==> src/rtl/flash_ctrl.sv <==
// Parallel NOR flash controller: one outstanding read or write, with timed CE/OE/WE strobes.
// All outputs come straight from registers; the comb process only computes next values.
module flash_ctrl #(
  parameter int RD_WAIT  = 8,
  parameter int WR_SETUP = 2,
  parameter int WR_PULSE = 4,
  parameter int WR_HOLD  = 2,
  parameter int WAIT_MAX = 255
) (
  input  logic        CLK,
  input  logic        RST,
  input  logic        req_valid,
  output logic        req_ready,
  input  logic        req_write,
  input  logic [23:0] req_addr,
  input  logic [15:0] req_wdata,
  output logic        rsp_valid,
  input  logic        rsp_ready,
  output logic [15:0] rsp_data,
  output logic        rsp_err,
  output logic [23:0] flash_addr,
  output logic [15:0] flash_dq_o,
  output logic        flash_dq_oe,
  input  logic [15:0] flash_dq_i,
  input  logic        flash_fwait_i,
  output logic        flash_ce_n,
  output logic        flash_oe_n,
  output logic        flash_we_n,
  output logic        busy
);

  typedef enum logic [2:0] {
    ST_IDLE,
    ST_RD_ACC,
    ST_RD_WAIT,
    ST_RSP,
    ST_WR_SU,
    ST_WR_PW,
    ST_WR_HD
  } state_t;

  // Phase counters are loaded with length-1 and count down to zero.
  localparam logic [15:0] C_RD = 16'(RD_WAIT - 1);
  localparam logic [15:0] C_SU = 16'(WR_SETUP - 1);
  localparam logic [15:0] C_PW = 16'(WR_PULSE - 1);
  localparam logic [15:0] C_HD = 16'(WR_HOLD - 1);
  localparam logic [15:0] C_WM = (WAIT_MAX > 0) ? 16'(WAIT_MAX - 1) : 16'd0;

  state_t      r_state, w_state;
  logic [15:0] r_cnt, w_cnt;
  logic [23:0] r_addr, w_addr;
  logic [15:0] r_dqO, w_dqO;
  logic        r_dqOe, w_dqOe;
  logic        r_ceN, w_ceN;
  logic        r_oeN, w_oeN;
  logic        r_weN, w_weN;
  logic        r_rspValid, w_rspValid;
  logic [15:0] r_rspData, w_rspData;
  logic        r_rspErr, w_rspErr;
  logic        r_reqReady, w_reqReady;
  logic        r_busy, w_busy;
  logic        w_sample, w_sampleErr;

  always_comb begin
    w_state     = r_state;
    w_cnt       = r_cnt;
    w_addr      = r_addr;
    w_dqO       = r_dqO;
    w_dqOe      = r_dqOe;
    w_ceN       = r_ceN;
    w_oeN       = r_oeN;
    w_weN       = r_weN;
    w_rspValid  = r_rspValid;
    w_rspData   = r_rspData;
    w_rspErr    = r_rspErr;
    w_reqReady  = r_reqReady;
    w_busy      = r_busy;
    w_sample    = 1'b0;
    w_sampleErr = 1'b0;

    case (r_state)
      ST_IDLE: begin
        w_reqReady = 1'b1;
        if (req_valid && r_reqReady) begin
          w_reqReady = 1'b0;
          w_busy     = 1'b1;
          w_addr     = req_addr;
          w_ceN      = 1'b0;
          if (req_write) begin
            w_state = ST_WR_SU;
            w_dqO   = req_wdata;
            w_dqOe  = 1'b1;
            w_weN   = 1'b1;
            w_oeN   = 1'b1;
            w_cnt   = C_SU;
          end else begin
            w_state = ST_RD_ACC;
            w_dqOe  = 1'b0;
            w_oeN   = 1'b0;
            w_cnt   = C_RD;
          end
        end
      end
      ST_RD_ACC: begin
        if (r_cnt != 16'd0) begin
          w_cnt = r_cnt - 16'd1;
        end else if (!flash_fwait_i) begin
          w_sample = 1'b1;
        end else if (WAIT_MAX == 0) begin
          w_sample    = 1'b1;
          w_sampleErr = 1'b1;
        end else begin
          w_state = ST_RD_WAIT;
          w_cnt   = 16'd0;
        end
      end
      // Counts up the extra cycles spent waiting; gives up after WAIT_MAX of them.
      ST_RD_WAIT: begin
        if (!flash_fwait_i) begin
          w_sample = 1'b1;
        end else if (r_cnt == C_WM) begin
          w_sample    = 1'b1;
          w_sampleErr = 1'b1;
        end else begin
          w_cnt = r_cnt + 16'd1;
        end
      end
      ST_RSP: begin
        if (rsp_ready) begin
          w_rspValid = 1'b0;
          w_reqReady = 1'b1;
          w_busy     = 1'b0;
          w_state    = ST_IDLE;
        end
      end
      ST_WR_SU: begin
        if (r_cnt != 16'd0) begin
          w_cnt = r_cnt - 16'd1;
        end else begin
          w_state = ST_WR_PW;
          w_weN   = 1'b0;
          w_cnt   = C_PW;
        end
      end
      ST_WR_PW: begin
        if (r_cnt != 16'd0) begin
          w_cnt = r_cnt - 16'd1;
        end else begin
          w_state = ST_WR_HD;
          w_weN   = 1'b1;
          w_cnt   = C_HD;
        end
      end
      ST_WR_HD: begin
        if (r_cnt != 16'd0) begin
          w_cnt = r_cnt - 16'd1;
        end else begin
          w_state    = ST_IDLE;
          w_ceN      = 1'b1;
          w_dqOe     = 1'b0;
          w_reqReady = 1'b1;
          w_busy     = 1'b0;
          w_cnt      = 16'd0;
        end
      end
      default: begin
        w_state = ST_IDLE;
      end
    endcase

    if (w_sample) begin
      w_state    = ST_RSP;
      w_rspValid = 1'b1;
      w_rspData  = flash_dq_i;
      w_rspErr   = w_sampleErr;
      w_ceN      = 1'b1;
      w_oeN      = 1'b1;
      w_cnt      = 16'd0;
    end
  end

  // Reset aborts any transaction outright, including a WE pulse in progress.
  always_ff @(posedge CLK) begin
    if (RST) begin
      r_state    <= ST_IDLE;
      r_cnt      <= 16'd0;
      r_addr     <= 24'd0;
      r_dqO      <= 16'd0;
      r_dqOe     <= 1'b0;
      r_ceN      <= 1'b1;
      r_oeN      <= 1'b1;
      r_weN      <= 1'b1;
      r_rspValid <= 1'b0;
      r_rspData  <= 16'd0;
      r_rspErr   <= 1'b0;
      r_reqReady <= 1'b0;
      r_busy     <= 1'b0;
    end else begin
      r_state    <= w_state;
      r_cnt      <= w_cnt;
      r_addr     <= w_addr;
      r_dqO      <= w_dqO;
      r_dqOe     <= w_dqOe;
      r_ceN      <= w_ceN;
      r_oeN      <= w_oeN;
      r_weN      <= w_weN;
      r_rspValid <= w_rspValid;
      r_rspData  <= w_rspData;
      r_rspErr   <= w_rspErr;
      r_reqReady <= w_reqReady;
      r_busy     <= w_busy;
    end
  end

  assign req_ready   = r_reqReady;
  assign rsp_valid   = r_rspValid;
  assign rsp_data    = r_rspData;
  assign rsp_err     = r_rspErr;
  assign flash_addr  = r_addr;
  assign flash_dq_o  = r_dqO;
  assign flash_dq_oe = r_dqOe;
  assign flash_ce_n  = r_ceN;
  assign flash_oe_n  = r_oeN;
  assign flash_we_n  = r_weN;
  assign busy        = r_busy;

endmodule

==> config.mk <==
export PLATFORM = sky130hd
export DESIGN_NAME = flash_ctrl
export DESIGN_NICKNAME = d
export VERILOG_FILES = /design/src/rtl/flash_ctrl.sv
export SDC_FILE = /design/constraint.sdc
export NUM_CORES = 1
export LEC_CHECK = 0
export ABC_AREA = 0
export BUFFER_PORTS_ARGS = -buffer_cell sky130_fd_sc_hd__buf_2
export CORE_MARGIN = 2
export CORE_UTILIZATION = 55
export DETAILED_ROUTE_END_ITERATION = 8
export GPL_ROUTABILITY_DRIVEN = 0
export PLACE_DENSITY = 0.91
export SLEW_MARGIN = 0
export SYNTH_ARGS = -nofsm -noshare
export SYNTH_HDL_FRONTEND = slang
export SYNTH_SLANG_ARGS = --single-unit
==> constraint.sdc <==
create_clock -name CLK -period 6.2 [get_ports CLK]
set_input_delay 0.62 -clock CLK [delete_from_list [all_inputs] [get_ports CLK]]
set_output_delay 0.62 -clock CLK [all_outputs]
set_load 0.01 [all_outputs]
==> impl_metrics.toml <==
[status]
outcome = "complete, no violations"

[clock_tree]
cts_made_buffers = 9
cts_max_path_buffers = 2
cts_setup_buffers = 0
number_of_gates_resized_after_cts = 0
cts_num_sinks = 83
insertion_delay_ns = 0.37
postCtsHoldBufs = 0
cts.clk_slew.worst_paths_ns = 0.09
ctsRootBufferMaster = "clkbuf_8"
clock_tree_from_tritoncts = "built"
htree_levels = 3

[final_layout]
layout-area-overhead-vs-synth_pct = 19.7
num_antenna_cells = 0
final_area_mm2 = 0.00485
layout_cell_share_with_drive_strength_beyond_1_pct = 24.1
finish.net_count = 704

[grt]
grt_start_max_net_pins = 67
global_route_wire_length_before_repair_um = 18900
grt.overflow.total = 0
grt_pass1_vias = 4149
track_usage_pct = 28.2
antenna_violations_before_repair = 0

[timing]
skew_ns = 0.0146
timing.slew.headroom_pct = 7.77
max_clock_freq_mhz = 336
timing.final.max_slew_violations = 0
min_period_ns = 2.97
max_slew.worst_pin.slew_ns = 1.38
fin_tns_setup_ns = 0
setup-violations-final = 0
unrepaired_setup_endpoints_after_global_routing = "no"
final.period_utilization_pct = 48.0
final_hold_viol_count = 0

[yosys]
synth_cell_types = 58
syn-num-nets = 609
count_of_warnings_emitted_by_yosys = 0
seq_area_frac_synth_pct = 41.0
synthesis.instances = 543
mappedNetlistArea_mm2 = 0.00405
cell_taking_the_most_area_after_synthesis = "dfxtp_1"
postSynth.asyncResetShare_pct = 0
syn_area_per_cell_um2 = 7.46
edff_count_synth = 0
ys_top_cells_by_count = "143 x nand2_1, 83 x dfxtp_1, 80 x a21oi_1"
post_synth_main_area_contributors = "dfxtp_1 41%, nand2_1 13%, a21oi_1 9.9%, nor2_1 3.5%, clkbuf_1 2.9%"
synthDominantCellAreaShare_pct = 41.0
synth_top_flop_cell = "dfxtp_1"
synth_most_common_cell = "nand2_1"
ys_seq_elements = 83

[floorplanning]
die_extent_in_y_um = 89.8
width_of_the_die_um = 89.8
std_cell_rows = 31
ioPinCount = 126
core_area_mm2 = 0.00718
start_util_pct = 56.4
fp.dieArea_mm2 = 0.00806

[critical_path]
chain_of_cells_forming_the_critical_path = "inv_1 -> ha_1 -> or3b_2 -> nor4_4 -> a221oi_1 -> o21ai_0 -> a211oi_1"
worstSetupPathType = "register to register"
worstSetupEndpointType = "register"
reg2reg_setup_slack_ns = 3.23
crit_path_max_incr_delay_ns = 1.11
worst_setup_path_startpoint = "r_cnt[0]"
critPathRequiredTime_ns = 6.49
critical_path.reg2reg.startpoint = "r_cnt[0]"
reg2reg_to = "r_cnt[10]"
critPathMaxFanout = 11
critPathArrivalTime_ns = 3.26
crit_path_start_kind = "register"
rr_worst_depth = 7
critPathSlowestCell = "a221oi_1"

[flow_run]
cap_violations = 0

[drt]
drt-wirelength-per-cell_um = 15.6
drt-total-wl_um = 11600
detail_route.first_pass.iterations = 8
detail_route.iter0.violations = 489
vias_per_cell = 5.95
drcViolationCount = 0
ant_nets = 0
vias = 4416

[power]
power.density_mw_per_mm2 = 415
ir_worst_vdd_mv = 0.244
report.power.total_mw = 2.01
leakagePower_nw = 1.98

[hold_path]
hold_path_startpoint = "flash_dq_o[7]"
min_to = "flash_dq_o[7]"
hp-class = "register to register"
hold_path_depth = 2

[placement]
post_dp_cell_area_mm2 = 0.00461
place.port_buffers = 125
dp_hpwl_um = 7840
[registers in the layout, indices dropped and copies added, names as in the netlist]
register     flops
flash_ce_n       1
rsp_err          1
flash_addr      24
busy             1
flash_dq_o      16
req_ready        1
rsp_valid        1
rsp_data        16
flash_oe_n       1
r_state          3
flash_dq_oe      1
flash_we_n       1
r_cnt           16
[worst max-delay path by stage]
stage,to,slack (ns),depth (start not counted)
6_report,r_cnt[10],3.23,7
4_1_cts,r_cnt[7],3.31,8
2_1_floorplan,r_cnt[6],3.79,12
3_3_place_gp,r_cnt[7],3.44,8
3_5_place_dp,r_cnt[7],3.33,8
5_1_grt,r_cnt[13],3.04,7
[metal layers]
metal | vias up | global-route usage, % | routed length, µm
li1 | 2090 | - | -
met1 | 1982 | 33.8 | 4520
met2 | 295 | 46.3 | 5450
met3 | 49 | 8.47 | 1190
met4 | 0 | 13.7 | 415
met5 | - | 0 | 0
[logic make-up after synthesis]
family / Yosys count / synth area share, %
flops: 83 / 41.0
buf+inv: 47 / 5.28
compound gates: 152 / 23.0
mux: 1 / 0.247
simple gates: 255 / 29.0
xor+xnor: 1 / 0.216
fa+ha+maj: 4 / 1.24
[critical path, delay by kind of cell, from the launching register on]
kind,cells,cell delay (ns)
AOI/OAI and AO/OA,3,1.60
adders and majority gates,1,0.24
buffers and inverters,1,0.17
and+or+nand+nor,2,0.33
DFF,1,0.55
[metrics by stage]
| stage | hold slack, ns | setup WS [ns] | utilization (%) | instances |
|---|---|---|---|---|
| after floorplan | 0.458 | 3.79 | - | 543 |
| final | 0.455 | 3.23 | 67.6 | 742 |
| after global routing | 0.473 | 3.04 | 67.6 | 742 |
| after detailed placement | 0.443 | 3.33 | 64.3 | 726 |
| after global placement | 0.436 | 3.44 | 64.3 | 726 |
| after CTS | 0.456 | 3.31 | 67.6 | 742 |
[power breakdown]
| group | switching, mW | leakage [nW] | internal [mW] |
|---|---|---|---|
| sequential | 0.0943 | 0.674 | 0.614 |
| combinational | 0.554 | 1.19 | 0.290 |
| clock | 0.216 | 0.115 | 0.242 |
| total | 0.864 | 1.98 | 1.15 |
[cell type report]
type / count / area [µm²]
flip-flops and latches: 83 / 1660
multi-input cells: 413 / 2170
inverters: 4 / 15.0
repair buffers: 127 / 641
well taps: 99 / 124
fillers: 556 / 2330
clock buffers: 10 / 138
clock inverters: 6 / 96.3
[cells in the final DEF (no fill, tap or decap), drive strengths merged, types with 4 or more instances in the layout]
cell / n
clkbuf: 10
ha: 4
o21ai: 21
and2: 5
and3: 4
nand2: 146
nand3: 13
o22ai: 4
o221ai: 4
nor2: 38
o211ai: 4
buf: 127
a32oi: 4
or4: 6
a221oi: 4
a21oi: 80
dfxtp: 83
nor4: 10
inv: 5
nand4: 4
a31oi: 5
nor3: 13
a211oi: 6
No activity file was read; power rests on OpenSTA's default activity.
